[src/rtl/mem_arbiter.sv]
// Two-port (fetch / data) arbiter in front of a single-port memory with combinational read.
// Define MEM_ARB_ROUND_ROBIN_EN to alternate grants on conflict; otherwise the data port always wins.
module mem_arbiter #(
   parameter int XLEN       = 32,
   parameter int ADDR_WIDTH = 32
) (
   input  logic                  clk,
   input  logic                  reset,
   input  logic                  i_req_valid,
   input  logic [ADDR_WIDTH-1:0] i_req_addr,
   output logic                  i_req_ready,
   output logic                  i_resp_valid,
   output logic [XLEN-1:0]       i_resp_data,
   input  logic                  i_resp_ready,
   input  logic                  d_req_valid,
   input  logic [ADDR_WIDTH-1:0] d_req_addr,
   input  logic                  d_req_we,
   input  logic [XLEN-1:0]       d_req_wdata,
   output logic                  d_req_ready,
   output logic                  d_resp_valid,
   output logic [XLEN-1:0]       d_resp_data,
   input  logic                  d_resp_ready,
   output logic [ADDR_WIDTH-1:0] mem_address,
   output logic                  mem_write_en,
   output logic [XLEN-1:0]       mem_data_in,
   input  logic [XLEN-1:0]       mem_data_out
);

   typedef enum logic [1:0] {IDLE = 2'd0, ACCESS = 2'd1, RESP = 2'd2} state_e;

   localparam logic GNT_I = 1'b0;
   localparam logic GNT_D = 1'b1;

   state_e                state_q, state_d;
   logic [ADDR_WIDTH-1:0] addr_q, addr_d;
   logic [XLEN-1:0]       wdata_q, wdata_d;
   logic                  we_q, we_d;
   logic                  gnt_q, gnt_d;
   logic [XLEN-1:0]       i_rdata_q, i_rdata_d;
   logic [XLEN-1:0]       d_rdata_q, d_rdata_d;
   logic                  pick_d;
   logic                  resp_hs;

`ifdef MEM_ARB_ROUND_ROBIN_EN
   logic last_grant_q, last_grant_d;

   always_comb begin
      pick_d = d_req_valid && (!i_req_valid || (last_grant_q == GNT_I));
   end
`else
   always_comb begin
      pick_d = d_req_valid;
   end
`endif

   assign resp_hs = (gnt_q == GNT_D) ? d_resp_ready : i_resp_ready;

   // State register
   always_ff @(posedge clk or negedge reset) begin
      if (!reset) state_q <= IDLE;
      else        state_q <= state_d;
   end

   // Next-state logic
   always_comb begin
      state_d = state_q;
      case (state_q)
         IDLE:    if (i_req_valid || d_req_valid) state_d = ACCESS;
         ACCESS:  state_d = RESP;
         RESP:    if (resp_hs) state_d = IDLE;
         default: state_d = IDLE;
      endcase
   end

   // Output logic; ready and write enable are gated by reset so they drop without a clock.
   always_comb begin
      i_req_ready  = reset && (state_q == IDLE) && i_req_valid && !pick_d;
      d_req_ready  = reset && (state_q == IDLE) && pick_d;
      i_resp_valid = (state_q == RESP) && (gnt_q == GNT_I);
      d_resp_valid = (state_q == RESP) && (gnt_q == GNT_D);
      mem_write_en = reset && (state_q == ACCESS) && we_q;
      mem_address  = addr_q;
      mem_data_in  = wdata_q;
      i_resp_data  = i_rdata_q;
      d_resp_data  = d_rdata_q;
   end

   // Request latch and response capture
   always_comb begin
      addr_d    = addr_q;
      wdata_d   = wdata_q;
      we_d      = we_q;
      gnt_d     = gnt_q;
      i_rdata_d = i_rdata_q;
      d_rdata_d = d_rdata_q;
      if (d_req_ready) begin
         addr_d  = d_req_addr;
         wdata_d = d_req_wdata;
         we_d    = d_req_we;
         gnt_d   = GNT_D;
      end else if (i_req_ready) begin
         addr_d  = i_req_addr;
         wdata_d = '0;
         we_d    = 1'b0;
         gnt_d   = GNT_I;
      end
      // Read happens in the same cycle as any write, so a store returns the old word.
      if (state_q == ACCESS) begin
         if (gnt_q == GNT_D) d_rdata_d = mem_data_out;
         else                i_rdata_d = mem_data_out;
      end
   end

   always_ff @(posedge clk or negedge reset) begin
      if (!reset) begin
         addr_q    <= '0;
         wdata_q   <= '0;
         we_q      <= 1'b0;
         gnt_q     <= GNT_D;
         i_rdata_q <= '0;
         d_rdata_q <= '0;
      end else begin
         addr_q    <= addr_d;
         wdata_q   <= wdata_d;
         we_q      <= we_d;
         gnt_q     <= gnt_d;
         i_rdata_q <= i_rdata_d;
         d_rdata_q <= d_rdata_d;
      end
   end

`ifdef MEM_ARB_ROUND_ROBIN_EN
   always_comb begin
      last_grant_d = last_grant_q;
      if (d_req_ready)      last_grant_d = GNT_D;
      else if (i_req_ready) last_grant_d = GNT_I;
   end

   always_ff @(posedge clk or negedge reset) begin
      if (!reset) last_grant_q <= GNT_D;
      else        last_grant_q <= last_grant_d;
   end
`endif

   a_one_ready: assert property (@(posedge clk) disable iff (!reset)
      !(i_req_ready && d_req_ready));
   a_wen_access: assert property (@(posedge clk) disable iff (!reset)
      mem_write_en |-> (state_q == ACCESS));
   a_ready_idle: assert property (@(posedge clk) disable iff (!reset)
      (i_req_ready || d_req_ready) |-> (state_q == IDLE));

endmodule

[config.mk]
export PLATFORM = sky130hd
export DESIGN_NAME = mem_arbiter
export DESIGN_NICKNAME = d
export VERILOG_FILES = /design/src/rtl/mem_arbiter.sv
export SDC_FILE = /design/constraint.sdc
export NUM_CORES = 1
export LEC_CHECK = 0
export CORE_ASPECT_RATIO = 2
export CORE_MARGIN = 8
export CORE_UTILIZATION = 37
export CTS_CLUSTER_SIZE = 8
export DETAILED_ROUTE_END_ITERATION = 6
export PLACE_DENSITY = 0.78
export SLEW_MARGIN = 15
export SYNTH_ARGS = -nofsm -noshare
export SYNTH_HDL_FRONTEND = slang
export SYNTH_SLANG_ARGS = --single-unit
[constraint.sdc]
create_clock -name clk -period 1.6 [get_ports clk]
set_clock_uncertainty 0.1 [all_clocks]
set_input_delay 0.32 -clock clk [delete_from_list [all_inputs] [get_ports clk]]
set_output_delay 0.32 -clock clk [all_outputs]
set_load 0.02 [all_outputs]
* After elaboration in Yosys (flattened, before gate mapping)
Index checks and enable logic that the tools add are counted.
** Word-level totals
- Output and inout bits :: 133
- Register bits after elaboration :: 132
- Bits of input ports :: 135
- Word-level logic and storage cells :: 38
** Operators by class
- Reduce and logical (&&, ||, !) cells :: 15
- Equal/unequal tests :: 4
- Multiplexer cells :: 11
- Bitwise logic cells :: 1
** Operators with widths (count)
- $mux 32 :: 4
- $logic_and 1x1->1 :: 8
- $pmux 2 s3 :: 1
- $reduce_and 2->1 :: 3
- $mux 1 :: 4
- $mux 2 :: 2
- $ne 2x2->1 const B :: 2
- $eq 2x1->1 const B :: 1
- $eq 2x2->1 const B :: 1
- $logic_not 2->1 :: 1
- $reduce_bool 2->1 :: 1
- $logic_not 1->1 :: 1
- $logic_or 1x1->1 :: 1
- $not 1->1 :: 1

* Logic depth before layout (Yosys ltp)
Gate-level depths: netlist (run 1).
- Depth in word-level cells :: 6
- Depth in mapped cells :: 5

* Least setup slack after synthesis (run 1)
Ideal clock, no wire load.
- Kind :: reg2out
- From :: reg state_q[0]
- To :: out i_req_ready
- Cell stages (with the launch flop) :: 5
- Setup slack :: -0.114 ns
- Data required time :: 1.180 ns
- Data arrival time :: 1.294 ns
- Path buffers :: 2
- Cells stage by stage :: dfrtp_1 > and4bb_2 > clkbuf_1 > buf_2 > and2_1
** On the way
- Cells in the longest elaborated chain, start to end :: 4
** Ends and longest elaborated chain
- start: declaration :: RTL line 34 : state_e state_q, state_d;
- start signal: assignment :: RTL line 61 : else state_q <= state_d;
- $logic_not 2->1 :: RTL line 77 : i_req_ready = reset && (state_q == IDLE) && i_req_valid && !pick_d;
- $logic_and 1x1->1 (3 in a row) :: RTL line 77
- end: declaration :: RTL line 11 : output logic i_req_ready,
Every way passes these cells.

* Final worst setup path (run 1)
Ends and elaborated chain as after synthesis.

==> reports/qor.yml, run 1 <==
synth.yosys.warnings: 0
synthesis.area_um2: 5420
grt_setup_unrepaired: "yes"
drt-vias-per-instance: 5.24
synthXorXnorAreaFrac: 0
core-area_um2: 14400
endpoint_kind: "output pin"
synth_simple_gate_area_share: 0.0425
floorplan.initialDensity: 0.378
cts.reportedPaths.clkPinSlew_ps: 60
die_area_um2: 19000
synth_fp_nets: 512
critical-path-max-stage-delay_ps: 390
grt_antenna_before_repair: 0
design.portCount: 268
worst-endpoint-arrival_ps: 1480
postSynthAreaPerCell_um2: 14.4
report.power.total_uw: 20000
crit_path_cell_trace: "buf_6, and4bb_2, and2_4, buf_6"
detailed_place_hpwl_um: 13700
drive_gt1_frac: 0.259
detailroute.via_count: 4626
port-buffer-count: 267
synth-adder-area-share: 0
cts.sink_count: 132
clk_latency_ps: 410
clock_tree.buffer_depth: 2
drv_cap: 0
gr-usage-all-layers: 0.209
worst_r2r_endpoint: "i_resp_data[16]"
startpoint_type: "register"
finalWorstSetupSlack_ps: -302
dieWidth_um: 102
post_synth_mux_area_share: 0.156
synth_cell_types: 30
synthToLayoutAreaGrowth_pct: 72.2
violations_in_the_final_reports: "negative setup slack"
final_net_count: 813
ctsRootBufferMaster: "sky130_fd_sc_hd__clkbuf_16"
reg2reg_from: "state_q[1]"
die_h_um: 187
run_status: "complete, but fails checks"
power.ir.vdd_worst_uv: 939
first_global_vias: 5182
crit_required_ps: 1180
synth.ff_latch_count: 132
max-slew-margin-rel: 0.537
clock_tree.htree_level_count: 4
synth_top_area_share: 0.605
row_count: 62
timing.hold.worst.class: "input pin to asynchronous set/reset pin"
maximum_operating_frequency_ghz: 0.526
drc: 0
timing.critical_path.max_delay_family: "simple AND/OR/NAND/NOR gates"
placer_s_final_routability_congestion_estimate: 0.757
grt_start_max_net_pins: 57
wl_um: 20000
drt_first_pass_iters: 4
crit_path_max_fanout: 3
cpMaxStageDelayCell: "sky130_fd_sc_hd__dfrtp_1"
post_drt_wl_per_cell_um: 22.7
ant_nets: 0
ys_seq_area_frac: 0.610
period_minus_slack_ps: 1900
finalCritPeriodShare: 1.19
path_common_cell: "sky130_fd_sc_hd__buf_6"
criticalPathCategory: "register to output pin"
setup.reg_to_reg.worst_slack_ps: -250
grt-ovfl-total: 0
tritoncts_clock_tree: "built"
finalMaxSlewViolations: 0
main_combinational_cell_family_by_area_after_synthesis: "multiplexers"
first_iter_violations: 176
timing_worst_slew_pin_value_ps: 695
finalHoldViolations: 0
area_fraction_in_compound_gates_after_synthesis: 0.151
finalHoldWorstSlack_ps: 2.70
power.density_nw_per_um2: 2140
synth_area_leaders: "sky130_fd_sc_hd__dfrtp_1 60%, sky130_fd_sc_hd__mux2_4 8.3%, sky130_fd_sc_hd__mux2_2 7.3%"
antenna-diode-count: 0
synth_area_leader_cell: "sky130_fd_sc_hd__dfrtp_1"
syn_inst: 377
count_of_filler_cells_inserted_in_the_layout: 1123
cts-buffers-inserted: 17
grt_pass1_wl_um: 29900
buffers_inverters_on_critical_path: 2
finalSetupViolCount: 134
timing.reg2reg.worst_path_depth: 7
cellLeakagePower_uw: 0.00431
final cells by class:
| class | count | area (um2) | share of cell area |
|---|---|---|---|
| sequential | 132 | 3300 | 0.354 |
| timing repair buffer | 313 | 3180 | 0.341 |
| multi-input combinational | 212 | 2010 | 0.215 |
| clock buffer | 23 | 468 | 0.0501 |
| tap | 192 | 240 | 0.0257 |
| clock inverter | 9 | 128 | 0.0137 |
| inverter | 2 | 7.51 | 0.000804 |
cells by family after synthesis:
group / after synthesis
AOI/OAI and AO/OA: 99
buffers and inverters: 33
DFF: 132
muxes: 65
and+or+nand+nor: 48
how the worst max path moves through the flow:
stage / cells after the start / start / end / slack (ps)
finish: 4 / state_q[0] / i_req_ready / -300
global route: 4 / state_q[1] / i_req_ready / -350
floorplan: 5 / gnt_q / d_resp_data[10] / 5
CTS: 4 / state_q[0] / d_resp_valid / -330
global placement: 3 / d_req_valid / d_req_ready / -760
detailed placement: 3 / d_req_valid / d_req_ready / -800
synth_stat cells:
master                       n
sky130_fd_sc_hd__dfrtp_1   131
sky130_fd_sc_hd__mux2_2     35
sky130_fd_sc_hd__a22o_1     33
sky130_fd_sc_hd__a22oi_1    32
sky130_fd_sc_hd__nand2_1    32
sky130_fd_sc_hd__a32oi_1    31
sky130_fd_sc_hd__mux2_4     30
sky130_fd_sc_hd__clkbuf_1   12
sky130_fd_sc_hd__buf_2       9
sky130_fd_sc_hd__buf_6       4
sky130_fd_sc_hd__nor2_1      4
sky130_fd_sc_hd__buf_12      3
sky130_fd_sc_hd__buf_4       3
sky130_fd_sc_hd__and4bb_2    2
sky130_fd_sc_hd__and2_1      1
sky130_fd_sc_hd__and4b_2     1
sky130_fd_sc_hd__clkinv_1    1
sky130_fd_sc_hd__dfstp_2     1
sky130_fd_sc_hd__inv_1       1
sky130_fd_sc_hd__nand2b_1    1
sky130_fd_sc_hd__nand3_1     1
sky130_fd_sc_hd__nand4_1     1
sky130_fd_sc_hd__nor3_1      1
sky130_fd_sc_hd__nor3b_1     1
sky130_fd_sc_hd__o21ai_0     1
sky130_fd_sc_hd__o21ai_1     1
sky130_fd_sc_hd__o22ai_1     1
sky130_fd_sc_hd__or2_1       1
sky130_fd_sc_hd__or2b_1      1
sky130_fd_sc_hd__or3b_1      1
cell usage in the layout, fill, tap and decap left out, types with 4 or more instances in the layout:
cell,count
sky130_fd_sc_hd__clkbuf_2,8
sky130_fd_sc_hd__a22oi_2,11
sky130_fd_sc_hd__nand2_1,32
sky130_fd_sc_hd__clkbuf_16,20
sky130_fd_sc_hd__clkbuf_1,4
sky130_fd_sc_hd__buf_12,9
sky130_fd_sc_hd__a22o_1,33
sky130_fd_sc_hd__a32oi_1,31
sky130_fd_sc_hd__mux2_2,35
sky130_fd_sc_hd__buf_4,19
sky130_fd_sc_hd__a22oi_1,21
sky130_fd_sc_hd__dfrtp_1,131
sky130_fd_sc_hd__clkdlybuf4s15_1,18
sky130_fd_sc_hd__dlygate4sd2_1,99
sky130_fd_sc_hd__mux2_4,30
sky130_fd_sc_hd__buf_16,6
sky130_fd_sc_hd__buf_6,14
sky130_fd_sc_hd__clkdlybuf4s50_1,133
registers in the layout (all words and copies together), names as in the netlist:
name	count
we_q	1
gnt_q	1
d_resp_data	32
mem_address	32
mem_data_in	32
state_q	2
i_resp_data	32
where the power goes:
part	leakage, uW	switching [uW]	internal, uW	total (uW)
Combinational	0.00245	4980	4880	9860
Sequential	0.00158	1090	5070	6160
Clock	0.000283	1410	2520	3940
layer usage:
metal  up-vias  track usage  share of wire
met5         -            0              0
met4         0        0.122          0.047
met3        52       0.0671          0.079
met2       256        0.370           0.55
met1      2279        0.201           0.33
li1       2039            -              -
metrics by stage:
stage,setup slack (ps),util,instance area [um2],TNS [ps],std cells
after detailed placement,-798,0.584,8380,-59580,830
final,-302,0.651,9340,-19420,883
after floorplan,4.65,-,5430,0,377
after CTS,-332,0.637,9140,-18480,877
after global placement,-759,0.584,8380,-52230,830
after global routing,-351,0.651,9340,-27050,883
timing repair:
item,in CTS,in global routing
gates cloned,6,4
buffers inserted,8,2
pin swaps,4,2
resized for setup,183,45
hold buffers,1,0
endpoints found under the hold margin,34,0
endpoints found under the setup margin,262,159
worst min-delay path, delay by kind of cell:
| kind | cells | cell delay (ps) |
|---|---|---|
| buffers and inverters | 3 | 650 |
Power figures use the tool's default switching activity.
==> inputs of run 2 (changes only) <==
--- a/config.mk
+++ b/config.mk
@@ -5,13 +5,15 @@
 export SDC_FILE = /design/constraint.sdc
 export NUM_CORES = 1
 export LEC_CHECK = 0
+export ABC_CLOCK_PERIOD_IN_PS = 1600
 export CORE_ASPECT_RATIO = 2
 export CORE_MARGIN = 8
 export CORE_UTILIZATION = 37
+export CTS_CLUSTER_DIAMETER = 100
 export CTS_CLUSTER_SIZE = 8
 export DETAILED_ROUTE_END_ITERATION = 6
 export PLACE_DENSITY = 0.78
-export SLEW_MARGIN = 15
+export SLEW_MARGIN = 20
 export SYNTH_ARGS = -nofsm -noshare
 export SYNTH_HDL_FRONTEND = slang
 export SYNTH_SLANG_ARGS = --single-unit
==> results of run 2 <==
No change in the layout: final DEF, timing and power equal those of run 1.
==> inputs of run 3 (changes only) <==
--- a/config.mk
+++ b/config.mk
@@ -6,6 +6,7 @@
 export NUM_CORES = 1
 export LEC_CHECK = 0
 export ABC_CLOCK_PERIOD_IN_PS = 1600
+export CAP_MARGIN = 10
 export CORE_ASPECT_RATIO = 2
 export CORE_MARGIN = 8
 export CORE_UTILIZATION = 37
==> results of run 3 <==
No change in the layout: final DEF, timing and power equal those of run 1.
